<file path="config.mk">
export PLATFORM = sky130hd
export DESIGN_NAME = var_delay_vld
export DESIGN_NICKNAME = d
export VERILOG_FILES = /design/src/rtl/var_delay_vld.sv
export SDC_FILE = /design/constraint.sdc
export NUM_CORES = 1
export LEC_CHECK = 0
export ABC_AREA = 1
export CAP_MARGIN = 20
export CORE_MARGIN = 2
export CORE_UTILIZATION = 60
export DETAILED_ROUTE_END_ITERATION = 12
export HOLD_SLACK_MARGIN = 0.1
export PLACE_DENSITY = 0.78
export SKIP_LAST_GASP = 1
export SYNTH_ARGS = -nofsm -noshare
export SYNTH_HDL_FRONTEND = slang
export SYNTH_SLANG_ARGS = --single-unit
</file>
<file path="constraint.sdc">
create_clock -name i_clk -period 15.2 [get_ports i_clk]
set_input_delay 2.28 -clock i_clk [delete_from_list [all_inputs] [get_ports i_clk]]
set_output_delay 2.28 -clock i_clk [all_outputs]
set_load 0.005 [all_outputs]
</file>
<file path="src/rtl/var_delay_vld.sv">
// var_delay_vld: a shift-register delay line whose length can be changed at run time.
// Each stage holds one data word and one valid bit. The output is tapped at stage
// o_cur_n-1. A shorter delay only takes effect once the taps in front of the current
// output hold no valid samples. Until then the FSM sits in DRAIN and stops accepting
// input, so no sample is ever cut off or duplicated by a delay change.
module var_delay_vld #(
   parameter int MAX_N   = 16,                   // maximum delay in enabled cycles, 2..256
   parameter int BITS    = 8,                    // data width
   parameter int RST_N   = 4,                    // delay after reset, 1..MAX_N
   localparam int CW     = $clog2(MAX_N + 1)     // width of delay fields
) (
   input  logic            i_clk,
   input  logic            i_rst_n,
   input  logic            i_en,
   input  logic            i_flush,
   input  logic            i_valid,
   input  logic [BITS-1:0] i_d,
   input  logic            i_cfg_load,
   input  logic [CW-1:0]   i_cfg_n,
   output logic            o_ready,
   output logic            o_valid,
   output logic [BITS-1:0] o_q,
   output logic [CW-1:0]   o_cur_n,
   output logic            o_busy
);

   localparam logic [0:0] ST_RUN   = 1'b0;
   localparam logic [0:0] ST_DRAIN = 1'b1;

   // Pipeline storage
   logic [BITS-1:0]  data_r [MAX_N];
   logic [MAX_N-1:0] vld_r;

   // Control state
   logic [0:0]       state_r;
   logic [CW-1:0]    cur_n_r;
   logic [CW-1:0]    pend_r;

   // Derived signals
   logic [CW-1:0]    cfg_clamped;
   logic [CW-1:0]    tap_idx;
   logic [MAX_N-1:0] tap_mask;
   logic             tap_vld;
   logic [BITS-1:0]  tap_dat;
   logic             busy;
   logic             ready;

   assign ready   = (state_r == ST_RUN);
   assign tap_idx = cur_n_r - CW'(1);

   // Clamp the requested delay into 1..MAX_N
   // NOTE: every always_comb output gets a default first, so no path can leave it unassigned and infer a latch.
   always_comb begin
      cfg_clamped = i_cfg_n;
      if (i_cfg_n == '0) begin
         cfg_clamped = CW'(1);
      end else if (i_cfg_n > CW'(MAX_N)) begin
         cfg_clamped = CW'(MAX_N);
      end
   end

   // Mark the stages that lie in front of the output tap (indices 0..cur_n-1)
   always_comb begin
      tap_mask = '0;
      for (int k = 0; k < MAX_N; k++) begin
         tap_mask[k] = (CW'(k) < cur_n_r);
      end
   end

   // Select the tap stage. An explicit compare loop keeps the index width independent of MAX_N.
   always_comb begin
      tap_vld = 1'b0;
      tap_dat = '0;
      for (int k = 0; k < MAX_N; k++) begin
         if (CW'(k) == tap_idx) begin
            tap_vld = vld_r[k];
            tap_dat = data_r[k];
         end
      end
   end

   // A sample still waiting to reach the tap keeps the line busy
   assign busy = |(vld_r & tap_mask);

   // Shift register: reset/flush clear it, otherwise it advances on enabled edges
   // NOTE: sequential state uses non-blocking assignments, so every stage samples its neighbour's pre-edge value.
   always_ff @(posedge i_clk) begin
      if (!i_rst_n || i_flush) begin
         // NOTE: the data words are cleared as well as the valid bits, so a flushed or reset line never shows stale data on o_q.
         for (int k = 0; k < MAX_N; k++) begin
            data_r[k] <= '0;
         end
         vld_r <= '0;
      end else if (i_en) begin
         data_r[0] <= i_d;
         vld_r[0]  <= i_valid & ready;
         for (int k = 1; k < MAX_N; k++) begin
            data_r[k] <= data_r[k-1];
            // A sample that moves past the tap is retired. A later, longer delay
            // then cannot present it a second time.
            vld_r[k]  <= vld_r[k-1] & tap_mask[k];
         end
      end
   end

   // Delay-change FSM: apply at once when the line is idle, otherwise drain first
   always_ff @(posedge i_clk) begin
      if (!i_rst_n) begin
         state_r <= ST_RUN;
         cur_n_r <= CW'(RST_N);
         pend_r  <= CW'(RST_N);
      end else if (i_flush) begin
         // After a flush the line is empty. A simultaneous request wins.
         // Otherwise a pending drain request is applied.
         if (i_cfg_load) begin
            cur_n_r <= cfg_clamped;
            pend_r  <= cfg_clamped;
         end else if (state_r == ST_DRAIN) begin
            cur_n_r <= pend_r;
         end
         state_r <= ST_RUN;
      end else begin
         case (state_r)
            ST_RUN: begin
               if (i_cfg_load) begin
                  if (!busy) begin
                     cur_n_r <= cfg_clamped;
                  end else begin
                     pend_r  <= cfg_clamped;
                     state_r <= ST_DRAIN;
                  end
               end
            end
            ST_DRAIN: begin
               // The last request wins, even on the edge that ends the drain
               if (i_cfg_load) begin
                  pend_r <= cfg_clamped;
               end
               if (!busy) begin
                  cur_n_r <= i_cfg_load ? cfg_clamped : pend_r;
                  state_r <= ST_RUN;
               end
            end
            default: begin
               state_r <= ST_RUN;
            end
         endcase
      end
   end

   assign o_ready = ready;
   assign o_valid = tap_vld;
   assign o_q     = tap_vld ? tap_dat : '0;
   assign o_cur_n = cur_n_r;
   assign o_busy  = busy;

endmodule

</file>
==> results.yml <==
placement:
  dpl_worst_slack_ps: 9260
  placedInstanceArea_um2: 8100
  finalWeightedCongestion: 0.909
  port_buffers: 34
  dpl.hpwl_um: 10100
clock_tree:
  cts_setup_buffers: 0
  cts_max_path_buffers: 2
  cts_root_buf: "clkbuf_16"
  cts.clk_slew.worst_paths_ps: 60
  cts_tree: "done"
  cts_buffers: 17
  clock-sinks: 155
  clk-insertion-delay-late_ps: 420
  cts-hold-fix-buffers: 0
  htreeDepth: 4
  cts_resized: 0
routing:
  drt_pass1_iterations: 8
  ant_nets: 0
  drc: 0
  drt-initial-drc-count: 580
  wire_per_inst_um: 14.0
  vias: 5781
  via_per_inst: 5.25
  totalWireLength_um: 15400
floorplan:
  die_area_um2: 13700
  dieWidth_um: 117
  io_pins: 35
  rows: 41
  fp.dieH_um: 117
  start_util_pct: 61.0
  core_area_um2: 12600
critical_path:
  reg2reg_to: "o_cur_n[1]"
  crit_fanout: 11
  arrival_ps: 3920
  cp-start-kind: "flop"
  r2r_slack_ps: 12530
  rr_startpoint: "o_cur_n[0]"
  reg2reg_depth: 10
  endpoint_kind: "primary output"
  worst_ep_required_time_ps: 12920
  critical_path_class: "reg -> out"
cells_and_area:
  final_layout_size_suffix_gt1_share_pct: 7.32
  final_cell_mix: "nor2_1 (190), inv_1 (182), nand2_1 (137)"
  multi_input_area_um2: 2410
  nets: 936
  final_area_um2: 8620
  areaGrowthSynthToFinish_pct: 12.4
  fill_cells: 1019
  final_common_cell: "nor2_1"
  antenna_cells: 0
  regArea_um2: 4380
sta:
  slew_viol_final: 0
  fin_crit_sh_pct: 40.8
  worst_slew_pin_slew_ps: 1080
  relSlewSlack_pct: 27.7
  fin_crit_ps: 6200
  finalClockSkew_ps: 8.99
  rsz0062_at_grt: "no"
  setup_viol: 0
  hold_viol_final: 0
  finalSetupTns_ps: 0
  layout_setup_ws_ps: 9000
  fmax_mhz: 161
global_route:
  grt_max_degree: 88
  grt-ovfl-total: 0
  first_global_vias: 5556
  grt_pass1_wl_um: 26100
  grt_usage_pct: 24.8
  antenna_found_initial: 0
synth:
  ys_types: 34
  synth-edff-count: 128
  ys_seq_elements: 155
  mappedNetlistArea_um2: 7670
  syn_inst: 891
  ys_async_sr_fraction_pct: 0
  synth_top_flop_cell: "edfxtp_1"
  yosys_warnings: 0
  synthesis.nets: 910
  syn_avg_cell_area_um2: 8.61
  ys_seq_area_share_pct: 57.2
worst_hold_path:
  min_from: "pend_r[2]"
  min_to: "pend_r[2]"
  min_path_cells: 2
  hp-class: "reg -> reg"
power:
  vdd_drop_max_uv: 82.4
  p_leak_uw: 0.00333
  p_per_area_nw_per_um2: 110
run_status:
  status: "finished clean"
flow_run:
  max_cap_viol_count: 0
## kinds of logic (layout without fill, tap and decap cells)
group	Yosys count	count (layout)	share of synthesized area [%]
DFF	155	155	57.2
AOI/OAI and AO/OA	63	63	4.88
buffers and inverters	223	261	11.5
and+or+nand+nor	450	450	26.5
## cells in the mapped netlist (all sizes together) (9+ instances only)
cell,number,area share [%]
o32ai,11,1.3
buf,12,1.1
dfxtp,27,7.0
clkbuf,18,0.88
or2,9,0.73
nor2,198,10
edfxtp,128,50
nand3,44,3.0
nand2,147,7.7
o21ai,29,1.9
a21oi,18,1.3
nand4,42,3.4
inv,189,9.3
## per-layer routing
metal | track usage [%] | vias up | wire, um
met5 | 0 | - | 0
met4 | 8.55 | 0 | 229
met3 | 6.13 | 20 | 853
met2 | 41.2 | 177 | 7540
met1 | 32.2 | 2698 | 6750
li1 | - | 2886 | -
## worst max path at each step
stage,from,endpoint,slack (ps),cells past startpoint
5_1_grt,o_cur_n[2],o_q[2],8590,13
3_5_place_dp,i_rst_n,data_r[0][35],9260,6
6_report,o_cur_n[2],o_q[4],9000,14
2_1_floorplan,i_rst_n,data_r[0][0],8010,7
3_3_place_gp,i_rst_n,data_r[0][35],9220,6
4_1_cts,o_cur_n[2],o_q[4],9010,14
## flip-flops by register name, summed over array words and instances, names as in the netlist
register	count
data_r	128
state_r	1
pend_r	5
vld_r	16
o_cur_n	5
## cell type report
type / instances / share of cell area [%]
repair buffers: 37 / 4.21
well taps: 172 / 2.50
multi-input cells: 513 / 28.0
inverters: 193 / 8.45
clock inverters: 9 / 0.871
clock buffers: 22 / 5.15
flip-flops and latches: 155 / 50.9
## critical path: stages, from the launching register on
cell and delay (ps):
dfxtp_1 480, nor2_1 800, nand2_1 300, nand2_2 170, nand2_2 90, nor3_2 500
a21oi_1 100, nand4_1 150, nand2_1 70, nand3_1 90, nand2_1 60, nand2_1 50
nand2_1 40, nor2_1 90, clkdlybuf4s50_1 500
## power breakdown
part	switching (uW)	internal [uW]	total [uW]
sequential	11.5	477	489
clock	158	222	380
combinational	55.3	24.0	79.3
total	225	723	948
## through the flow
| step | hold WS [ps] | power [uW] | std cells | utilization, % |
|---|---|---|---|---|
| after CTS | 472 | 952 | 1101 | 68.6 |
| after detailed placement | 455 | 576 | 1070 | 64.5 |
| after global placement | 459 | 574 | 1070 | 64.5 |
| final | 477 | 948 | 1101 | 68.6 |
| after global routing | 477 | 983 | 1101 | 68.6 |
| after floorplan | 430 | 553 | 891 | - |
Power figures use the tool's default switching activity.
